$ cat src/rtl/packet_disassembler.sv
// HDMI data-island packet receiver: rebuilds the header and four subpackets from the
// 9-bit per-pixel stream, rechecks the BCH parity of every block and strobes each packet out.
module packet_disassembler #(
  parameter bit DROP_BAD = 1'b0
) (
  input  logic                  clk_pixel,
  input  logic                  reset,
  input  logic                  data_island_period,
  input  logic [8:0]            packet_data,
  output logic [23:0]           header,
  output logic [3:0][55:0]      sub,
  output logic                  header_ecc_ok,
  output logic [3:0]            sub_ecc_ok,
  output logic                  packet_valid,
  output logic                  packet_error,
  output logic [4:0]            counter
);

  localparam int unsigned HDR_W     = 24;
  localparam int unsigned SUB_W     = 56;
  localparam int unsigned ECC_W     = 8;
  localparam int unsigned NUM_SUB   = 4;
  localparam int unsigned CNT_W     = 5;
  localparam int unsigned HDR_BEATS = 24;
  localparam int unsigned SUB_BEATS = 28;
  localparam int unsigned LAST_BEAT = 31;
  localparam logic [ECC_W-1:0] BCH_POLY = 8'h83;

  // One bit of the LSB-first BCH(64,56)/(32,24) parity recurrence.
  function automatic logic [ECC_W-1:0] ecc_step(input logic [ECC_W-1:0] ecc, input logic b);
    return (ecc >> 1) ^ (((ecc[0] ^ b) == 1'b1) ? BCH_POLY : ECC_W'(0));
  endfunction

  logic [CNT_W-1:0]              cnt_q, cnt_d;
  logic [HDR_W-1:0]              hdr_cap_q, hdr_cap_d;
  logic [ECC_W-1:0]              hdr_par_q, hdr_par_d;
  logic [ECC_W-1:0]              hdr_ecc_q, hdr_ecc_d;
  logic [NUM_SUB-1:0][SUB_W-1:0] sub_cap_q, sub_cap_d;
  logic [NUM_SUB-1:0][ECC_W-1:0] sub_par_q, sub_par_d;
  logic [NUM_SUB-1:0][ECC_W-1:0] sub_ecc_q, sub_ecc_d;

  logic [HDR_W-1:0]              header_q, header_d;
  logic [NUM_SUB-1:0][SUB_W-1:0] sub_q, sub_d;
  logic                          hdr_ok_q, hdr_ok_d;
  logic [NUM_SUB-1:0]            sub_ok_q, sub_ok_d;
  logic                          valid_q, valid_d;
  logic                          error_q, error_d;

  logic                          last_beat_c;
  logic                          hdr_ok_c;
  logic [NUM_SUB-1:0]            sub_ok_c;
  logic                          pkt_err_c;

  assign last_beat_c = data_island_period && (cnt_q == CNT_W'(LAST_BEAT));

  // Beat capture and running ECC; the seed is forced to zero on beat 0 so a
  // back-to-back packet never inherits the previous packet's remainder.
  always_comb begin : capture_comb
    logic [ECC_W-1:0] seed;
    cnt_d     = '0;
    hdr_cap_d = hdr_cap_q;
    hdr_par_d = hdr_par_q;
    hdr_ecc_d = hdr_ecc_q;
    sub_cap_d = sub_cap_q;
    sub_par_d = sub_par_q;
    sub_ecc_d = sub_ecc_q;
    seed      = '0;
    if (data_island_period) begin
      cnt_d = cnt_q + CNT_W'(1);
      seed  = (cnt_q == '0) ? ECC_W'(0) : hdr_ecc_q;
      if (cnt_q < CNT_W'(HDR_BEATS)) begin
        hdr_cap_d[cnt_q] = packet_data[0];
        hdr_ecc_d        = ecc_step(seed, packet_data[0]);
      end else begin
        hdr_par_d[cnt_q[2:0]] = packet_data[0];
      end
      for (int i = 0; i < NUM_SUB; i++) begin
        seed = (cnt_q == '0) ? ECC_W'(0) : sub_ecc_q[i];
        if (cnt_q < CNT_W'(SUB_BEATS)) begin
          sub_cap_d[i][{cnt_q, 1'b0}] = packet_data[1+i];
          sub_cap_d[i][{cnt_q, 1'b1}] = packet_data[5+i];
          sub_ecc_d[i] = ecc_step(ecc_step(seed, packet_data[1+i]), packet_data[5+i]);
        end else begin
          sub_par_d[i][{cnt_q[1:0], 1'b0}] = packet_data[1+i];
          sub_par_d[i][{cnt_q[1:0], 1'b1}] = packet_data[5+i];
        end
      end
    end else begin
      hdr_cap_d = '0;
      hdr_par_d = '0;
      hdr_ecc_d = '0;
      sub_cap_d = '0;
      sub_par_d = '0;
      sub_ecc_d = '0;
    end
  end

  // Parity verdict, valid only on the last beat when every parity bit is in.
  always_comb begin : check_comb
    hdr_ok_c = (hdr_ecc_d == hdr_par_d);
    sub_ok_c = '0;
    for (int i = 0; i < NUM_SUB; i++) begin
      sub_ok_c[i] = (sub_ecc_d[i] == sub_par_d[i]);
    end
    pkt_err_c = !hdr_ok_c || (sub_ok_c != {NUM_SUB{1'b1}});
  end

  always_comb begin : deliver_comb
    header_d = header_q;
    sub_d    = sub_q;
    hdr_ok_d = hdr_ok_q;
    sub_ok_d = sub_ok_q;
    valid_d  = 1'b0;
    error_d  = 1'b0;
    if (last_beat_c) begin
      error_d = pkt_err_c;
      if (!DROP_BAD || !pkt_err_c) begin
        header_d = hdr_cap_d;
        sub_d    = sub_cap_d;
        hdr_ok_d = hdr_ok_c;
        sub_ok_d = sub_ok_c;
        valid_d  = 1'b1;
      end
    end
  end

  always_ff @(posedge clk_pixel) begin
    if (reset) begin
      cnt_q     <= '0;
      hdr_cap_q <= '0;
      hdr_par_q <= '0;
      hdr_ecc_q <= '0;
      sub_cap_q <= '0;
      sub_par_q <= '0;
      sub_ecc_q <= '0;
      header_q  <= '0;
      sub_q     <= '0;
      hdr_ok_q  <= 1'b0;
      sub_ok_q  <= '0;
      valid_q   <= 1'b0;
      error_q   <= 1'b0;
    end else begin
      cnt_q     <= cnt_d;
      hdr_cap_q <= last_beat_c ? '0 : hdr_cap_d;
      hdr_par_q <= last_beat_c ? '0 : hdr_par_d;
      hdr_ecc_q <= last_beat_c ? '0 : hdr_ecc_d;
      sub_cap_q <= last_beat_c ? '0 : sub_cap_d;
      sub_par_q <= last_beat_c ? '0 : sub_par_d;
      sub_ecc_q <= last_beat_c ? '0 : sub_ecc_d;
      header_q  <= header_d;
      sub_q     <= sub_d;
      hdr_ok_q  <= hdr_ok_d;
      sub_ok_q  <= sub_ok_d;
      valid_q   <= valid_d;
      error_q   <= error_d;
    end
  end

  assign header        = header_q;
  assign sub           = sub_q;
  assign header_ecc_ok = hdr_ok_q;
  assign sub_ecc_ok    = sub_ok_q;
  assign packet_valid  = valid_q;
  assign packet_error  = error_q;
  assign counter       = cnt_q;

endmodule

$ cat config.mk
export PLATFORM = sky130hd
export DESIGN_NAME = packet_disassembler
export DESIGN_NICKNAME = d
export VERILOG_FILES = /design/src/rtl/packet_disassembler.sv
export SDC_FILE = /design/constraint.sdc
export NUM_CORES = 1
export LEC_CHECK = 0
export CAP_MARGIN = 15
export CORE_MARGIN = 5
export CORE_UTILIZATION = 35
export DETAILED_ROUTE_END_ITERATION = 8
export PLACE_DENSITY = 0.54
export SYNTH_ARGS = -nofsm -noshare
export SYNTH_HDL_FRONTEND = slang
export SYNTH_SLANG_ARGS = --single-unit
$ cat constraint.sdc
create_clock -name clk_pixel -period 4 [get_ports clk_pixel]
set_input_delay 1.2 -clock clk_pixel [delete_from_list [all_inputs] [get_ports clk_pixel]]
set_output_delay 1.2 -clock clk_pixel [all_outputs]
set_load 0.05 [all_outputs]
# Yosys cells after proc, flatten, opt, wreduce, memory -nomap -nowiden
# Cells that the tools add are included.
[totals]
ff_bits = 588
latch_bits = 0
ramBits = 0
romBits = 0
inputBits = 12
output_inout_bits = 260
word_cells = 146
memories = 0
[op_classes]
add_sub_neg = 1
mul = 0
n_div = 0
order_cmp = 14
eq_ne = 7
n_shift = 0
mux = 66
bitwise = 20
reduce_logical = 13
[op_table]
columns = ["operator", "n"]
rows = [
  ["bitwise mux 56 bit", 8],
  ["2-to-1 mux 224 bit", 1],
  ["2-to-1 mux 56 bit", 4],
  ["2-to-1 mux 8 bit", 26],
  ["bitwise mux 8 bit", 9],
  ["bitwise XOR 7 x 8 -> 8 bit", 9],
  ["2-to-1 mux 32 bit", 2],
  ["2-to-1 mux 24 bit", 2],
  ["== test 8 bit", 5],
  ["bitwise mux 24 bit", 1],
  ["demux 1 bit (select 5 bit)", 3],
  ["< comparator 6 x 7 -> 1 bit, second input constant", 2],
  ["greater-or-equal comparator 6 x 1 -> 1 bit, second input constant", 2],
  ["< comparator 3 x 4 -> 1 bit, second input constant", 3],
  ["< comparator 5 bit, second input constant", 2],
  ["greater-or-equal comparator 3 x 1 -> 1 bit, second input constant", 3],
  ["bitwise XOR 1 bit", 9],
  ["logical AND 1 bit", 7],
  ["2-to-1 mux 1 bit", 7],
  ["< comparator 5 x 6 -> 1 bit, second input constant", 1],
  ["OR reduction 2 bit", 3],
  ["adder 5 x 1 -> 5 bit, second input constant", 1],
  ["== test 5 bit, second input constant", 1],
  ["greater-or-equal comparator 5 x 1 -> 1 bit, second input constant", 1],
  ["7 further kinds", 9],
]

# Longest topological paths before layout
# Gate-level depths: netlist (run 1).
[logic_depth]
ltp_word = 13
ltp_mapped = 14
ltp_nobuf = 10

# Worst setup path after synthesis (run 1)
# No wires, ideal clock.
[synth_timing]
kind = "flip-flop to flip-flop"
start = "register cnt_q[3], in the netlist counter[3]"
end = "register hdr_cap_q[0]"
setup_time_ps = 128
arrival_time_ps = 3242
required_ps = 3872
setup_slack_ps = 631
stages_incl_launch_ff = 15
path_buffers = 8
period_less_slack_ps = 3369
path_cell_list = "dfxtp_1 -> buf_6 -> buf_2 -> buf_2 -> buf_1 -> and3_1 -> ha_1 -> and2_1 -> clkbuf_1 -> nor2_1 -> nand2_1 -> clkbuf_1 -> clkbuf_1 -> clkbuf_1 -> nor2_1"
[synth_via]
elab_chain_cells = 7
word_cells_on_any_way = 12
cone_classes = "3 x order compare; 1 x eq/ne; 5 x mux; 3 x reduce/logical"
[synth_rtl]
columns = ["element", "line", "text"]
rows = [
  ["from (decl)", "34", "logic [CNT_W-1:0] cnt_q, cnt_d;"],
  ["from (signal assigned)", "143", "cnt_q <= cnt_d;"],
  ["< comparator 5 x 6 -> 1 bit (not written as such) or greater-or-equal comparator 5 x 1 -> 1 bit (tied branches)", "72", "hdr_cap_d[cnt_q] = packet_data[0];"],
  ["logical AND 1 bit (not written as such)", "72", ""],
  ["2-to-1 mux 1 bit (not written as such)", "72", ""],
  ["demux 1 bit (select 5 bit)", "72", ""],
  ["bitwise mux 24 bit", "72", ""],
  ["2-to-1 mux 24 bit", "71", "if (cnt_q < CNT_W'(HDR_BEATS)) begin"],
  ["2-to-1 mux 24 bit", "68", "if (data_island_period) begin"],
  ["to (signal assigned)", "144", "hdr_cap_q <= last_beat_c ? '0 : hdr_cap_d;"],
  ["to (decl)", "35", "logic [HDR_W-1:0] hdr_cap_q, hdr_cap_d;"],
]
# Several ways; a longest one is shown, not always the timed one.
# A chain may end at the register's enable or synchronous reset.

# Worst setup path in the final report (run 1)
[layout_timing]
start = "register cnt_q[2], in the netlist counter[2]"
end = "output port counter[2]"
[layout_rtl]
columns = ["element", "line", "text"]
rows = [
  ["to (decl)", "16", "output logic [4:0] counter"],
]
# No word-level cell between the ends.

==> results.json, run 1 <==
{
  "cts_root_buffer": "clkbuf_16",
  "fin_crit_ps": 3630,
  "syn_avg_cell_area_sq_um": 9.70,
  "max_freq_mhz": 276,
  "cp_data_arrival_time_ps": 2430,
  "synth_common_cells": "nor2_1 (604), dfxtp_1 (588), mux2i_1 (281)",
  "synthMuxAreaShare": 0.135,
  "grt_start_max_net_pins": 154,
  "synth_edf_count": 0,
  "netlist.area_leader.share": 0.537,
  "peakVddDrop_v": 0.000352,
  "relSlewSlack": 0.291,
  "maxCapViolations": 0,
  "cts_tree": "done",
  "ys.flop_type": "dfxtp_1",
  "layout.area.seq_sq_um": 11800,
  "antenna_found_initial": 0,
  "critPathSlowestCell": "clkdlybuf4s50_1",
  "maxSlewViolCount": 0,
  "path_max_fanout": 15,
  "cts_resized": 0,
  "synthAdderAreaFrac": 0.00285,
  "dieArea_sq_um": 67800,
  "min_period_over_period": 0.907,
  "h-tree-depth": 2,
  "dr.pass1.iters": 5,
  "cts_buffers": 60,
  "grt_pass1_wl_um": 101000,
  "fin_area_sq_um": 27600,
  "async_flop_share": 0,
  "die_w_um": 260,
  "setup_viol": 0,
  "cts_setup_buffers": 0,
  "syn_nets": 2279,
  "yosysUniqueCellTypes": 58,
  "syn_inst": 2262,
  "worstMarginPinSlew_ps": 1060,
  "cp.required_ps": 2800,
  "hp-class": "reg -> reg",
  "fin_setup_tns_ps": 0,
  "pre_cts_slack_ps": 555,
  "hold_viol_final": 0,
  "drive_gt1_frac": 0.0812,
  "r2r-start": "counter[0]$_SDFF_PP0_",
  "status": "finished, final reports clean",
  "grt_overflow": 0,
  "placed_cells": 3227,
  "synthTopCellsByArea": "dfxtp_1 (54%), mux2i_1 (13%), nor2_1 (10%)",
  "rsz0062_at_grt": "no",
  "synth_xor_area_frac": 0.0309,
  "via_per_inst": 5.01,
  "syn-cell-area_sq_um": 21900,
  "worst_slack_ps": 373,
  "fill_cells": 5926,
  "crit_chain": "buf_4 -> clkdlybuf4s50_1",
  "finalClockSkew_ps": 30.2,
  "rows": 91,
  "syn2layout_area_growth_pct": 25.6,
  "ys_seq_elements": 588,
  "cts_hold_buf": 0,
  "worst_setup_path_end_kind": "primary output",
  "grt_usage": 0.189,
  "coreArea_sq_um": 61900,
  "fin_cells": 3336,
  "synth_simple_gate_area_frac": 0.142,
  "leakage_nw": 9.95,
  "initial_core_util": 0.354,
  "slowest_delay_ps": 840,
  "postPlaceCellArea_sq_um": 25500,
  "drc": 0,
  "clk_pin_slew_ps": 60,
  "synth_top_area_cell": "dfxtp_1",
  "wirelength_um": 66200,
  "gp_congestion": 0.816,
  "synth-compound-area-share": 0.115,
  "ys_warn_count": 0,
  "insertedDiodeCount": 0,
  "crit_family": "buffers and inverters",
  "port_buffers": 271,
  "num_io_pins": 272,
  "nNetsFinal": 2469,
  "grt_pass1_vias": 16500,
  "final_antenna_net_count": 0,
  "start_kind": "flop",
  "clk_path_buf_depth": 3,
  "final_core_util": 0.445,
  "synth_top_family_by_area": "simple AND/OR/NAND/NOR gates",
  "power_mw": 12.2,
  "min_from": "hdr_cap_q[0]$_SDFF_PP0_",
  "crit_start": "counter[2]$_SDFF_PP0_",
  "crit_type": "reg -> out",
  "hpwl_um": 43400,
  "ys_seq_area_frac": 0.537,
  "critPathBufInv": 2,
  "whs_ps": 488,
  "fp.dieH_um": 260,
  "cts.sinks": 588,
  "drtIter0Drc": 864,
  "yosysMostFrequentCell": "nor2_1",
  "insertion_delay_ps": 640,
  "powerDensity_nw_per_um2": 442,
  "vias": 16700,
  "wl_per_cell_um": 19.8,
  "multi_input_area_sq_um": 9330
}
==> kinds of logic (layout without fill, tap and decap cells) <==
group	after synthesis	after routing
AOI/OAI and AO/OA	344	344
xor gates and xnor gates	74	74
adders and majority gates	5	5
buffers and inverters	211	448
DFF	588	588
muxes	294	294
and+or+nand+nor	746	746
==> registers in the layout, indices dropped and copies added, names as in the netlist <==
register       count
sub              224
sub_cap_q        224
sub_ecc_q         32
sub_par_q         32
hdr_cap_q         24
header            24
hdr_ecc_q          8
hdr_par_q          8
counter            5
sub_ecc_ok         4
header_ecc_ok      1
packet_error       1
packet_valid       1
==> layer usage <==
layer | wire, um | track usage
met3 | 3350 | 0.0358
met4 | 1300 | 0.0448
met5 | 0 | 0
met2 | 30600 | 0.309
met1 | 30900 | 0.262
==> cell type report <==
type	count	share of cell area
well taps	837	0.0380
clock buffers	88	0.0630
multi-input cells	1463	0.339
repair buffers	332	0.120
clock inverters	21	0.0122
flip-flops and latches	588	0.427
inverters	7	0.000953
==> where the power goes <==
part           leakage, nW  total (mW)  switching [mW]  internal (mW)
Combinational         4.19       0.454           0.312          0.142
Clock                 1.02        5.83            2.37           3.46
Sequential            4.74        5.89          0.0175           5.87
Total                 9.95        12.2            2.70           9.48
==> tightest hold or removal path, stage by stage, from the launching register on <==
cell and delay, ps:
dfxtp_1 310, a21oi_1 70, nor2_1 70
==> worst paths after layout <==
check,to,slack (ps),depth (start not counted)
setup / recovery,counter[2],370,2
hold / removal,hdr_cap_q[0]$_SDFF_PP0_,490,2
setup reg to reg,packet_error$_SDFF_PP0_,500,10
hold reg to reg,hdr_cap_q[0]$_SDFF_PP0_,490,2
==> cells in the final DEF (no fill, tap or decap), types with 14 or more instances in the layout <==
master	n
buf_4	47
a211oi_1	253
clkbuf_16	60
nor2_1	604
nand2_1	41
nor3_1	16
xnor2_1	48
o21ai_0	14
clkbuf_1	15
clkbuf_8	14
clkdlybuf4s50_1	262
a21oi_1	27
buf_12	14
dfxtp_1	588
mux2i_1	281
xor2_1	24
Power figures use the tool's default switching activity.
==> run 2: changes to the inputs <==
SLEW_MARGIN = 20   (was unset)
==> results of run 2 <==
No change in the layout: final DEF, timing and power equal those of run 1.
